File: config.mk
export PLATFORM = sky130hd
export DESIGN_NAME = mem_stage
export DESIGN_NICKNAME = d
export VERILOG_FILES = /design/src/rtl/mem_pkg.sv /design/src/rtl/mem_timeout_counter.sv /design/src/rtl/mem_stage.sv
export SDC_FILE = /design/constraint.sdc
export NUM_CORES = 1
export LEC_CHECK = 0
export ABC_AREA = 1
export CAP_MARGIN = 0
export CORE_MARGIN = 2
export CORE_UTILIZATION = 39
export DETAILED_ROUTE_END_ITERATION = 8
export PLACE_DENSITY = 0.81
export SYNTH_ARGS = -nofsm -noshare
export SYNTH_HDL_FRONTEND = slang
export SYNTH_SLANG_ARGS = --single-unit
File: constraint.sdc
create_clock -name clock -period 3.95 [get_ports clock]
set_input_delay 0.79 -clock clock [delete_from_list [all_inputs] [get_ports clock]]
set_output_delay 0.79 -clock clock [all_outputs]
set_load 0.005 [all_outputs]
File: src/rtl/mem_pkg.sv
// Shared constants and types for the memory stage.
// Opcodes, FSM state encoding and the memory-timeout exception code.
package mem_pkg;

    localparam logic [4:0] OP_LW = 5'b01000;
    localparam logic [4:0] OP_SW = 5'b00111;

    localparam logic [2:0] EXC_NONE        = 3'b000;
    localparam logic [2:0] EXC_MEM_TIMEOUT = 3'b110;

    typedef enum logic [1:0] {
        ST_IDLE = 2'd0,
        ST_WAIT = 2'd1,
        ST_DONE = 2'd2
    } mem_state_e;

    function automatic logic is_mem_op(input logic [4:0] op);
        return (op == OP_LW) || (op == OP_SW);
    endfunction

endpackage

File: src/rtl/mem_timeout_counter.sv
// Counts cycles spent waiting on data memory.
// tc_o fires in the LIMIT-th enabled cycle after a clear.
module mem_timeout_counter #(
    parameter int unsigned LIMIT = 16
) (
    input  logic clk_i,
    input  logic rst_i,
    input  logic en_i,
    input  logic clr_i,
    output logic tc_o
);

    localparam int unsigned W = (LIMIT < 2) ? 1 : $clog2(LIMIT + 1);
    localparam logic [W-1:0] TC_VAL = W'(LIMIT - 1);

    logic [W-1:0] cnt_q, cnt_d;

    assign tc_o = en_i && (cnt_q == TC_VAL);

    // Clear wins over counting; the count parks at the terminal value.
    always_comb begin
        cnt_d = cnt_q;
        if (clr_i)
            cnt_d = '0;
        else if (en_i && !tc_o)
            cnt_d = cnt_q + 1'b1;
    end

    // Count register.
    always_ff @(posedge clk_i or posedge rst_i) begin
        if (rst_i)
            cnt_q <= '0;
        else
            cnt_q <= cnt_d;
    end

endmodule

File: src/rtl/mem_stage.sv
// Memory stage: issues lw/sw to data memory and stalls the pipe until ack.
// Optional ack timeout is enabled by defining MEM_STAGE_TIMEOUT_EN.
module mem_stage
    import mem_pkg::*;
#(
    parameter int unsigned TIMEOUT_CYCLES = 16
) (
    input  logic        clock,
    input  logic        reset,
    input  logic        flush,
    input  logic [31:0] ir_in,
    input  logic [1:0]  in_type,
    input  logic [2:0]  in_exception,
    input  logic [31:0] inALU,
    input  logic [31:0] inB,
    output logic        dmem_req,
    output logic        dmem_we,
    output logic [11:0] dmem_addr,
    output logic [31:0] dmem_wdata,
    input  logic [31:0] dmem_rdata,
    input  logic        dmem_ack,
    output logic [31:0] outMEM,
    output logic [2:0]  out_exception,
    output logic        block
);

    mem_state_e  state_q, state_d;
    logic [31:0] out_mem_q, out_mem_d;
    logic        exc_to_q, exc_to_d;
    logic [11:0] addr_q;
    logic        we_q;
    logic [31:0] wdata_q;

    logic [4:0]  opcode;
    logic        start;
    logic        in_wait;
    logic        timeout_hit;

    assign opcode  = ir_in[31:27];
    assign in_wait = (state_q == ST_WAIT);
    assign start   = (state_q == ST_IDLE) && is_mem_op(opcode)
                  && (in_exception == EXC_NONE) && !flush;

`ifdef MEM_STAGE_TIMEOUT_EN
    mem_timeout_counter #(
        .LIMIT (TIMEOUT_CYCLES)
    ) u_timeout (
        .clk_i (clock),
        .rst_i (reset),
        .en_i  (in_wait),
        .clr_i (!in_wait || flush),
        .tc_o  (timeout_hit)
    );

    logic unused_bits;
    assign unused_bits = &{1'b0, ir_in[26:0], in_type, inALU[31:12]};
`else
    assign timeout_hit = 1'b0;

    logic unused_bits;
    assign unused_bits = &{1'b0, ir_in[26:0], in_type, inALU[31:12],
                           32'(TIMEOUT_CYCLES)};
`endif

    // Next state: flush beats ack, ack beats timeout.
    always_comb begin
        state_d   = state_q;
        out_mem_d = out_mem_q;
        exc_to_d  = 1'b0;
        if (flush) begin
            state_d = ST_IDLE;
        end else begin
            case (state_q)
                ST_IDLE: begin
                    if (start)
                        state_d = ST_WAIT;
                end
                ST_WAIT: begin
                    if (dmem_ack) begin
                        state_d = ST_DONE;
                        if (!we_q)
                            out_mem_d = dmem_rdata;
                    end else if (timeout_hit) begin
                        state_d   = ST_DONE;
                        out_mem_d = '0;
                        exc_to_d  = 1'b1;
                    end
                end
                ST_DONE: state_d = ST_IDLE;
                default: state_d = ST_IDLE;
            endcase
        end
    end

    // FSM, load data and timeout flag registers.
    always_ff @(posedge clock or posedge reset) begin
        if (reset) begin
            state_q   <= ST_IDLE;
            out_mem_q <= '0;
            exc_to_q  <= 1'b0;
        end else begin
            state_q   <= state_d;
            out_mem_q <= out_mem_d;
            exc_to_q  <= exc_to_d;
        end
    end

    // Freeze the request fields on issue so they cannot move during WAIT.
    always_ff @(posedge clock or posedge reset) begin
        if (reset) begin
            addr_q  <= '0;
            we_q    <= 1'b0;
            wdata_q <= '0;
        end else if (start) begin
            addr_q  <= inALU[11:0];
            we_q    <= (opcode == OP_SW);
            wdata_q <= inB;
        end
    end

    assign dmem_req   = in_wait && !reset;
    assign block      = !reset && (start || in_wait);
    assign dmem_we    = in_wait ? we_q    : (opcode == OP_SW);
    assign dmem_addr  = in_wait ? addr_q  : inALU[11:0];
    assign dmem_wdata = in_wait ? wdata_q : inB;
    assign outMEM     = out_mem_q;

    // Timeout code replaces the upstream code only in its DONE cycle.
    always_comb begin
        out_exception = in_exception;
        if (reset)
            out_exception = EXC_NONE;
        else if ((state_q == ST_DONE) && exc_to_q)
            out_exception = EXC_MEM_TIMEOUT;
    end

endmodule
==> flow_metrics.py <==
metrics = {
    "run_status": {
        "outcome": "finished, final reports clean",
    },
    "synthesis": {
        "synth.top_cell.area_share_pct": 49.8,
        "netlist_instances": 517,
        "synth_top_cell_by_area": "dfrtp_1",
        "yosysWarnings": 0,
        "synth_edf_count": 0,
        "yosys-top-cells-area": "dfrtp_1 50%, nand2_1 24%, nand4_1 7.2%, o21ai_1 4.0%, inv_1 3.8%",
        "ys_types": 21,
        "yosysSeqAreaShare_pct": 49.8,
        "syn_avg_cell_area_sq_um": 7.68,
        "netlist_area_sq_mm": 0.00397,
        "ys.flop_type": "dfrtp_1",
        "synth_fp_nets": 654,
        "ys_async_sr_fraction_pct": 100,
        "synth_seq_cells": 79,
    },
    "floorplan": {
        "die_h_microns": 105,
        "initial_utilization_pct": 40.5,
        "core_sq_mm": 0.00982,
        "die_area_sq_mm": 0.0110,
        "boundaryPins": 219,
        "fp-row-count": 36,
        "die_w_microns": 105,
    },
    "clocking": {
        "cts.repair.resized": 0,
        "htree_levels": 3,
        "tritoncts": "done",
        "clk_latency_ns": 0.35,
        "holdBufCountCts": 0,
        "clockBufferDepth": 2,
        "cts.clk_slew.worst_paths_ns": 0.07,
        "post_cts_buffers": 0,
        "cts_made_buffers": 9,
        "clkSinkCount": 79,
        "cts_root_buf": "clkbuf_8",
    },
    "timing": {
        "hold_slack_ns": 0.474,
        "finalSetupTns_ns": 0,
        "max_freq_mhz": 326,
        "finalSetupViolCount": 0,
        "tightest_slew_ns": 1.16,
        "min_period_ns": 3.07,
        "fin_skew_ns": 0.0118,
        "finalMaxSlewViolations": 0,
        "hold_viol": 0,
        "fin_crit_sh_pct": 77.7,
        "relSlewSlack_pct": 22.6,
        "rsz0062_at_grt": "false",
    },
    "finish": {
        "drive_above_1_share_pct": 5.50,
        "layout.nets": 805,
        "mostFrequentLayoutCells": "258 x nand2_1, 169 x clkdlybuf4s50_1, 79 x dfrtp_1",
        "antenna_cells": 0,
        "seqCellArea_sq_mm": 0.00198,
        "area_growth_pct": 47.0,
        "final_common_cell": "nand2_1",
        "final_util_pct": 59.5,
        "fin_area_sq_mm": 0.00584,
        "multi_input_area_sq_mm": 0.00159,
        "fillers": 894,
    },
    "setup_path": {
        "worstSetupStartpoint": "ir_in[30]",
        "r2r_end": "outMEM[5]",
        "start_kind": "primary input",
        "path_max_fanout": 2,
        "path_class": "in -> out",
        "r2r_cells": 4,
        "cp-end-kind": "output pin",
        "endpoint": "block",
        "reg2reg_from": "state_q[1]",
        "r2r_setup_slack_ns": 1.38,
        "crit_arrival_ns": 2.28,
        "crit_required_ns": 3.16,
    },
    "power": {
        "pwr_density_cell_mw_per_mm2": 416,
        "clockPowerShare_pct": 25.6,
        "swShare_pct": 28.7,
        "p_leak_nw": 2.99,
        "intPower_w": 0.00173,
        "power_frac_comb_pct": 31.5,
        "power_switching_w": 0.000696,
        "ir_worst_vdd_v": 0.000261,
        "p_seq_share_pct": 42.9,
        "power_w": 0.00243,
    },
    "grt": {
        "grt_max_degree": 80,
        "antenna_found_initial": 0,
        "globalRouteOverflowTotal": 0,
        "grt_pass1_wl_mm": 18.1,
        "grt_use_total_pct": 20.2,
        "grt_pass1_vias": 3780,
    },
    "detailed_routing": {
        "post-route-drc-count": 0,
        "drt_first_pass_iters": 4,
        "drtAntennaViolNets": 0,
        "vias_per_cell": 4.82,
        "vias": 3888,
        "wl_per_cell_microns": 13.4,
        "routed_wl_mm": 10.8,
        "drt_iter0_markers": 206,
    },
    "placed_design": {
        "dpl.hpwl_mm": 7.27,
        "place.gp.congestion": 0.810,
        "dpl-instance-area_sq_mm": 0.00563,
        "portBuffers": 169,
    },
    "job": {
        "drv_cap": 0,
    },
    "worst_hold_path": {
        "hold_path_class": "reg -> reg",
    },
}
[power groups by stage]
stage	Combinational [W]	Clock [W]	Sequential [W]
global route	0.000845	0.000673	0.00106
detailed placement	0.000768	0	0.00105
finish	0.000765	0.000621	0.00104
floorplan	0.000272	0	0.00105
global placement	0.000750	0	0.00104
CTS	0.000774	0.000637	0.00104
[synth_stat cells, types with 2 or more instances]
cell type  count
buf_2         17
a21oi_1        2
nand2_1      258
nor2_1         9
o21ai_1       32
nand3_2        3
inv_1         40
buf_6         12
nor2_2         2
inv_2          4
nand4_1       46
clkbuf_1       4
dfrtp_1       79
nand2_4        2
[cell families after synthesis]
logic type	after synthesis	share of synthesized area (%)
AO/OA/AOI/OAI	35	4.41
flip-flops	79	49.8
buffers and inverters	78	10.2
AND/OR/NAND/NOR	325	35.7
[sequential cells by signal, summed over array words and instances (netlist names)]
signal / flops
wdata_q: 32
outMEM: 32
we_q: 1
state_q: 2
addr_q: 12
[critical path, stage by stage]
cell and delay [ns]:
clkdlybuf4s50_1 0.50, inv_1 0.06, nor2_2 0.10, nand3_2 0.09, nand2_4 0.07, nand4_1 0.07
nand2_1 0.09, clkdlybuf4s50_1 0.51
[how the worst min path moves through the flow]
stage | from | to | slack [ns] | cells after the start
6_report | wdata_q[2] | wdata_q[2] | 0.47 | 2
4_1_cts | wdata_q[0] | wdata_q[0] | 0.48 | 2
3_5_place_dp | wdata_q[7] | wdata_q[7] | 0.46 | 2
5_1_grt | wdata_q[1] | wdata_q[1] | 0.49 | 2
2_1_floorplan | addr_q[0] | addr_q[0] | 0.44 | 2
3_3_place_gp | addr_q[10] | addr_q[10] | 0.45 | 2
[layer usage]
metal  vias to the layer above  part of all wire, %  global-route usage (%)
met1                      1778                   41                    24.4
met5                         -                    0                       0
li1                       1922                    -                       -
met3                        17                   11                    8.30
met4                         0                  1.6                    8.76
met2                       171                   46                    31.9
[cell type report]
class,count,area share [%]
timing repair buffer,174,29.6
multi-input combinational,360,27.3
sequential,79,33.9
inverter,44,2.85
clock inverter,5,0.964
tap,133,2.85
clock buffer,11,2.59
[per-stage QoR]
stage                     std cells  worst slack [ns]
after floorplan                 517             0.408
after detailed placement        790             0.878
after global routing            806             0.789
final                           806             0.880
after global placement          790             0.933
after CTS                       806             0.876
Note: power is estimated with default switching activity, not from simulation.
